## src/rtl/fp_mul_result_stage.sv

```systemverilog
// Result stage behind the combinational FP multiplier: special-case override, flags, 2-entry skid.
// One-cycle latency when the output register is free; in_ready is a flop and drops only when both entries hold data.
module fp_mul_result_stage #(
   parameter int N  = 23,
   parameter int M  = 8,
   parameter int CW = 16
) (
   input  logic             clk,
   input  logic             rst,
   input  logic             in_valid,
   output logic             in_ready,
   input  logic [N+M:0]     op_a,
   input  logic [N+M:0]     op_b,
   input  logic [N+M:0]     prod,
   output logic             out_valid,
   input  logic             out_ready,
   output logic [N+M:0]     out_data,
   output logic [2:0]       out_flags,
   output logic [CW-1:0]    exc_count
);

   localparam logic [1:0] EMPTY = 2'd0;
   localparam logic [1:0] ONE   = 2'd1;
   localparam logic [1:0] TWO   = 2'd2;

   localparam logic [M+1:0] BIAS    = (M+2)'(2**(M-1) - 1);
   localparam logic [M+1:0] EXP_TOP = (M+2)'(2**M - 1);
   localparam logic [N+M:0] QNAN    = {1'b0, {M{1'b1}}, 1'b1, {(N-1){1'b0}}};

   // operand fields
   logic           sa, sb, s;
   logic [M-1:0]   ea, eb, ep;
   logic [N-1:0]   fa, fb;
   logic           a_nan, b_nan, a_inf, b_inf, a_zero, b_zero;

   // exponent check for the ordinary path
   logic [M+1:0]   exp_raw;
   logic [M+1:0]   exp_fin;
   logic [M-1:0]   exp_diff;
   logic           norm;
   logic           exp_over, exp_under;

   logic [N+M:0]   res_data;
   logic [2:0]     res_flags;

   // skid buffer state
   logic [1:0]     state, state_nxt;
   logic [N+M:0]   skid_data;
   logic [2:0]     skid_flags;
   logic           in_xfer, out_xfer;
   logic           ld_out, ld_skid, skid_to_out;

   always_comb begin
      sa = op_a[N+M];
      sb = op_b[N+M];
      s  = sa ^ sb;
      ea = op_a[N+M-1:N];
      eb = op_b[N+M-1:N];
      ep = prod[N+M-1:N];
      fa = op_a[N-1:0];
      fb = op_b[N-1:0];

      a_nan  = (&ea) && (|fa);
      b_nan  = (&eb) && (|fb);
      a_inf  = (&ea) && !(|fa);
      b_inf  = (&eb) && !(|fb);
      a_zero = (ea == '0);
      b_zero = (eb == '0);
   end

   always_comb begin
      exp_raw   = {2'b00, ea} + {2'b00, eb} - BIAS;
      // the multiplier may have renormalised the mantissa and bumped the exponent by one
      exp_diff  = ep - exp_raw[M-1:0];
      norm      = (exp_diff == M'(1));
      exp_fin   = exp_raw + {{(M+1){1'b0}}, norm};
      exp_over  = $signed(exp_fin) >= $signed(EXP_TOP);
      exp_under = $signed(exp_fin) <= $signed({(M+2){1'b0}});
   end

   always_comb begin
      res_data  = prod;
      res_flags = 3'b000;
      if (a_nan || b_nan || (a_inf && b_zero) || (b_inf && a_zero)) begin
         res_data  = QNAN;
         res_flags = 3'b100;
      end else if (a_inf || b_inf) begin
         res_data  = {s, {M{1'b1}}, {N{1'b0}}};
      end else if (a_zero || b_zero) begin
         res_data  = {s, {M{1'b0}}, {N{1'b0}}};
      end else if (exp_over) begin
         res_data  = {s, {M{1'b1}}, {N{1'b0}}};
         res_flags = 3'b010;
      end else if (exp_under) begin
         res_data  = {s, {M{1'b0}}, {N{1'b0}}};
         res_flags = 3'b001;
      end
   end

   assign in_xfer  = in_valid & in_ready;
   assign out_xfer = out_valid & out_ready;

   always_comb begin
      state_nxt   = state;
      ld_out      = 1'b0;
      ld_skid     = 1'b0;
      skid_to_out = 1'b0;
      case (state)
         EMPTY: begin
            if (in_xfer) begin
               state_nxt = ONE;
               ld_out    = 1'b1;
            end
         end
         ONE: begin
            if (in_xfer && out_xfer) begin
               ld_out    = 1'b1;
            end else if (in_xfer) begin
               state_nxt = TWO;
               ld_skid   = 1'b1;
            end else if (out_xfer) begin
               state_nxt = EMPTY;
            end
         end
         TWO: begin
            if (out_xfer) begin
               state_nxt   = ONE;
               skid_to_out = 1'b1;
            end
         end
         default: state_nxt = EMPTY;
      endcase
   end

   always_ff @(posedge clk) begin
      if (rst) begin
         state      <= EMPTY;
         in_ready   <= 1'b1;
         out_valid  <= 1'b0;
         out_data   <= '0;
         out_flags  <= 3'b000;
         skid_data  <= '0;
         skid_flags <= 3'b000;
         exc_count  <= '0;
      end else begin
         state     <= state_nxt;
         in_ready  <= (state_nxt != TWO);
         out_valid <= (state_nxt != EMPTY);
         if (ld_out) begin
            out_data  <= res_data;
            out_flags <= res_flags;
         end else if (skid_to_out) begin
            out_data  <= skid_data;
            out_flags <= skid_flags;
         end
         if (ld_skid) begin
            skid_data  <= res_data;
            skid_flags <= res_flags;
         end
         if (in_xfer && (|res_flags) && !(&exc_count))
            exc_count <= exc_count + 1'b1;
      end
   end

endmodule

```

## config.mk

```make
export PLATFORM = sky130hd
export DESIGN_NAME = fp_mul_result_stage
export DESIGN_NICKNAME = d
export VERILOG_FILES = /design/src/rtl/fp_mul_result_stage.sv
export SDC_FILE = /design/constraint.sdc
export NUM_CORES = 1
export LEC_CHECK = 0
export BUFFER_PORTS_ARGS = -buffer_cell sky130_fd_sc_hd__buf_2
export CORE_AREA = 2 2 103 105
export DETAILED_ROUTE_END_ITERATION = 6
export DIE_AREA = 0 0 105 107
export GPL_ROUTABILITY_DRIVEN = 0
export PLACE_DENSITY = 0.8
export RECOVER_POWER = 50
export SYNTH_ARGS = -nofsm -noshare
export SYNTH_HDL_FRONTEND = slang
export SYNTH_SLANG_ARGS = --single-unit
```

## constraint.sdc

```tcl
create_clock -name clk -period 6.9 [get_ports clk]
set_input_delay 0.345 -clock clk [delete_from_list [all_inputs] [get_ports clk]]
set_output_delay 0.345 -clock clk [all_outputs]
set_load 0.01 [all_outputs]
```

After elaboration in Yosys (flattened, before gate mapping). Cells that the tools add are included.

Input port bits: 100. Bits in registers: 90.

$lt $le $gt $ge: 2. Equality and inequality tests: 4. Multiplexer cells: 27. Add/subtract/negate cells: 5. Bitwise gates (word level): 3. Reductions and logical operators: 28.

Operators with widths (count): $mux W32 (7); $reduce_or A23 Y1 (2); $add A16 B1 Y16 const B (1); $logic_not A8 Y1 (2); $mux W2 (8); $reduce_and A16 Y1 (1); $reduce_and A8 Y1 (2); $add A10 B1 Y10 (1); $ge A10 B9 Y1 const B (1); $le A10 B1 Y1 const B (1); $sub A9 B7 Y10 const B (1); $add A8 B8 Y9 (1); $logic_and A1 B1 Y1 (9); $mux W3 (3); $eq A8 B1 Y1 const B (1); $sub A8 B8 Y8 (1); $mux W1 (7); $pmux W2 S3 (1); $logic_or A1 B1 Y1 (5); $reduce_bool A2 Y1 (2); $logic_not A1 Y1 (3); $reduce_or A3 Y1 (1); $and A1 B1 Y1 (2); $eq A2 B1 Y1 const B (1); 5 further kinds (5).

Longest topological paths before layout.
Word-level depth: 14. Gate-level depth with buffers: 28. Depth with buffers taken out: 26.

Worst setup path after synthesis. OpenSTA, ideal clock, no wires.

Path kind: input to register. Start point: in op_a[24]. End point: reg skid_data[10]. Data arrival time: 5.246 ns. Stages: 26. Data required time: 6.783 ns. Setup slack: 1.536 ns. Buffers on the path: 2. Cells stage by stage: ha_1 ha_1 fa_1 xor2_2 inv_2 ha_1 a21boi_0 o21ai_0 nand2b_1 a21o_1 a21oi_1 xnor2_1 nor3_1 ha_1 ha_1 nand2_1 a211oi_2 nand4_1 or2_1 a2111oi_2 a22oi_2 and3b_1 buf_2 and3_4 buf_6 a32o_1.

Word-level cells in the longest chain between the ends: 11. Elaborated cells between the ends (all ways): 23. Those cells by class: add/sub: 4; order compare: 2; eq/ne: 1; mux: 5; reduce/logical: 11.

Ends and longest elaborated chain: start, declared (RTL line 12) `input logic [N+M:0] op_a,`; $add A8 B8 Y9 (RTL line 72) `exp_raw = {2'b00, ea} + {2'b00, eb} - BIAS;`; $sub A9 B7 Y10 (RTL line 72); $sub A8 B8 Y8 (RTL line 74) `exp_diff = ep - exp_raw[M-1:0];`; $eq A8 B1 Y1 (RTL line 75) `norm = (exp_diff == M'(1));`; $add A10 B1 Y10 (RTL line 76) `exp_fin = exp_raw + {{(M+1){1'b0}}, norm};`; $le A10 B1 Y1 (RTL line 78) `exp_under = $signed(exp_fin) <= $signed({(M+2){1'b0}});`; $mux W32 (RTL line 94) `end else if (exp_under) begin`; $mux W32 (RTL line 91) `end else if (exp_over) begin`; $mux W32 (RTL line 89) `end else if (a_zero || b_zero) begin`; $mux W32 (RTL line 87) `end else if (a_inf || b_inf) begin`; $mux W32 (*) (RTL line 84) `if (a_nan || b_nan || (a_inf && b_zero) || (b_inf && a_zero)) begin`; end signal, assigned (RTL line 157) `skid_data <= res_data;`; end, declared (RTL line 48) `logic [N+M:0] skid_data;`.

Mark *: on every way between the ends. The rest lies on a longest branch, timed or not. A chain may end at the register's enable or synchronous reset.

Worst setup path in the final report.
Start point: in op_a[24]. End point: reg out_data[13].

Word-level cells in the longest chain between the ends: 12. Elaborated cells between the ends (all ways): 24. Those cells by class: add/sub: 4; order compare: 2; eq/ne: 1; mux: 6; reduce/logical: 11.

Ends and longest elaborated chain: $add A8 B8 Y9 (RTL line 72); $sub A9 B7 Y10 (RTL line 72); $sub A8 B8 Y8 (RTL line 74); $eq A8 B1 Y1 (RTL line 75); $add A10 B1 Y10 (RTL line 76); $le A10 B1 Y1 (RTL line 78); $mux W32 (RTL line 94); $mux W32 (RTL line 91); $mux W32 (RTL line 89); $mux W32 (RTL line 87); $mux W32 (*) (RTL line 84); $mux W32 (*) (RTL line 149) `if (ld_out) begin`; end signal, assigned (RTL line 150) `out_data <= res_data;`; end signal, assigned (RTL line 153) `out_data <= skid_data;`; end, declared (RTL line 17) `output logic [N+M:0] out_data,`.

Marked as above.

==> results.json <==
{
  "top_layer": "met4",
  "ys_seq_area_share_pct": 34.4,
  "cp.arrival_ps": 6200,
  "rr_worst_depth": 9,
  "grt_usage_pct": 25.1,
  "core_area_mm2": 0.0101,
  "worst_path_most_repeated_cell": "ha_1",
  "synth_xor_area_share_pct": 2.15,
  "via_count": 5153,
  "first_iter_violations": 253,
  "cts_hold_buf": 0,
  "end_kind": "flop",
  "drc_errors": 0,
  "avgSynthCellArea_um2": 8.75,
  "root_buffer": "clkbuf_8",
  "syn_area_mm2": 0.00523,
  "leakage_nw": 2.83,
  "min_path_cells": 2,
  "clock_skew_ps": 7.29,
  "synth.most_common_cell": "dfxtp_1",
  "failed_checks": "capacitance limit, slew limit",
  "portBuffers": 152,
  "clock_path_buffers": 2,
  "maxSlewViolCount": 71,
  "place_ws_ps": 870,
  "cts_resized": 0,
  "synth_cell_types": 65,
  "grt_overflow": 0,
  "grt_start_max_net_pins": 71,
  "dp_hpwl_mm": 10.5,
  "status": "complete, but fails checks",
  "layout-drive-gt1-share_pct": 19.7,
  "final_util_pct": 61.8,
  "cts_made_buffers": 9,
  "hold_viol": 0,
  "grt_pass1_vias": 4889,
  "max_freq_mhz": 164,
  "p_switching_mw": 0.442,
  "post_drt_wl_per_cell_um": 16.3,
  "cap_violations": 1,
  "synth_top_family_by_area": "compound AO/OA/AOI/OAI gates",
  "synth_area_leader_cell": "dfxtp_1",
  "grt_pass1_wl_mm": 23.1,
  "tritoncts": "done",
  "dpl_cell_area_mm2": 0.00607,
  "wl_met3_um": 929,
  "synth_top_flop_cell": "dfxtp_1",
  "period_share_pct": 88.1,
  "dr.pass1.iters": 5,
  "synth.area.mux_share_pct": 9.88,
  "ys_seq_elements": 90,
  "synth_common_cells": "dfxtp_1, inv_1, mux2i_1, nand2_1",
  "final.setup.tns_ps": 0,
  "setup_viol": 0,
  "async_flop_share_pct": 0,
  "area_growth_pct": 19.2,
  "max-vdd-ir-drop_v": 0.0000956,
  "hold_class": "in2reg",
  "power_frac_comb_pct": 26.2,
  "finish.net_count": 858,
  "relSlewSlack_pct": -106,
  "yosys.area_share.simple_pct": 18.8,
  "dieArea_mm2": 0.0112,
  "seqPwrFrac_pct": 41.0,
  "clk_latency_ps": 350,
  "diodes": 0,
  "pwr-share-clk_pct": 32.8,
  "syn_inst": 598,
  "crit_path_start_kind": "input port",
  "clock_sinks": 90,
  "worstSetupPathType": "in2reg",
  "worst_pin_slew_ps": 3090,
  "met1_length_mm": 5.94,
  "worstPathMaxFanout": 22,
  "synthAdderAreaFrac_pct": 6.74,
  "worstPathRequired_ps": 7020,
  "num_rows": 37,
  "critPathSlowestCell": "a2111oi_0",
  "syn_nets": 725,
  "synth_compound_area_share_pct": 22.1,
  "synth_edf_count": 0,
  "rsz0062_at_grt": "false",
  "die_w_um": 105,
  "vias_per_cell": 5.91,
  "power.internal_mw": 0.986,
  "synth_top_area_share_pct": 34.4,
  "fp.dieH_um": 107,
  "design_area_mm2": 0.00623,
  "p_sw_share_pct": 30.9,
  "yosys_warnings": 0,
  "wl_met2_mm": 7.18,
  "io-pin-count": 153,
  "period_minus_slack_ps": 6080,
  "clk_pin_slew_ps": 90,
  "routed_wl_mm": 14.2,
  "power_density_mw_per_mm2": 229,
  "cts_max_level": 3,
  "setup_ws_ps": 820,
  "cts_setup_buffers": 0,
  "synth_area_leaders": "dfxtp_1, mux2i_1, ha_1",
  "drtAntennaViolNets": 0,
  "whs_ps": 241,
  "antenna_found_initial": 0,
  "initial_core_util_pct": 51.8,
  "max_stage_delay_ps": 650
}
==> registers in the layout (all words and copies together) (netlist names) <==
name / cells
skid_flags: 3
skid_data: 32
out_data: 32
exc_count: 16
state: 2
out_flags: 3
out_valid: 1
in_ready: 1
==> final timing paths <==
| kind | from | to | slack [ps] |
|---|---|---|---|
| max | op_a[24] | out_data[13] | 820 |
| min | prod[18] | skid_data[18] | 240 |
| max reg2reg | exc_count[0] | exc_count[0] | 3760 |
| min reg2reg | skid_flags[0] | skid_flags[0] | 460 |
==> layout make-up <==
| type | count | area [µm²] |
|---|---|---|
| fill | 957 | 3860 |
| multi-input combinational | 432 | 3120 |
| sequential | 90 | 1800 |
| timing repair buffer | 157 | 727 |
| tap | 136 | 170 |
| inverter | 41 | 154 |
| clock inverter | 7 | 141 |
| clock buffer | 9 | 124 |
==> kinds of logic after synthesis <==
family | count (synthesis)
AOI/OAI and AO/OA | 154
DFF | 90
adders and majority gates | 27
xor gates and xnor gates | 12
muxes | 50
buffers and inverters | 76
and+or+nand+nor | 189
==> critical path: cells and delay by family <==
| family | cells | cell delay (ps) |
|---|---|---|
| xor+xnor | 2 | 420 |
| simple gates | 7 | 1300 |
| fa+ha+maj | 6 | 1670 |
| buf+inv | 3 | 480 |
| compound gates | 8 | 1920 |
==> routing by layer <==
layer | global-route usage (%) | vias up
li1 | - | 2513
met1 | 30.8 | 2414
met2 | 45.6 | 209
met3 | 3.59 | 17
met4 | 7.71 | 0
met5 | 0 | -
==> stage by stage <==
step / total power, mW / instances
floorplan: 0.853 / 598
finish: 1.43 / 872
global route: 1.50 / 872
global placement: 0.956 / 856
CTS: 1.44 / 872
detailed placement: 0.975 / 856
==> power groups by stage <==
stage	clock, mW	sequential, mW	combinational [mW]
2_1_floorplan	0	0.603	0.250
3_3_place_gp	0	0.593	0.362
3_5_place_dp	0	0.596	0.379
4_1_cts	0.474	0.583	0.382
5_1_grt	0.497	0.589	0.413
6_report	0.469	0.585	0.374
==> placed cells by master, fill, tap and decap left out, drive strengths merged, types with 2 or more instances in the layout <==
master,n
inv,41
nand4b,2
o21ai,37
o32ai,23
clkinv,2
and3,15
xnor2,7
ha,25
dfxtp,90
nor4,14
nor2b,16
bufinv,4
o31ai,2
nand2,36
nor3,4
a32o,22
mux2i,37
buf,102
nor2,34
nand4,15
a2111oi,2
mux2,13
or2,5
and2,5
o21bai,2
fa,2
a211o,2
a221oi,11
a21o,5
a21oi,23
a211oi,8
or2b,2
xor2,5
o21a,3
clkbuf,64
nand3,34
a31oi,3
Note: power is estimated with default switching activity, not from simulation.
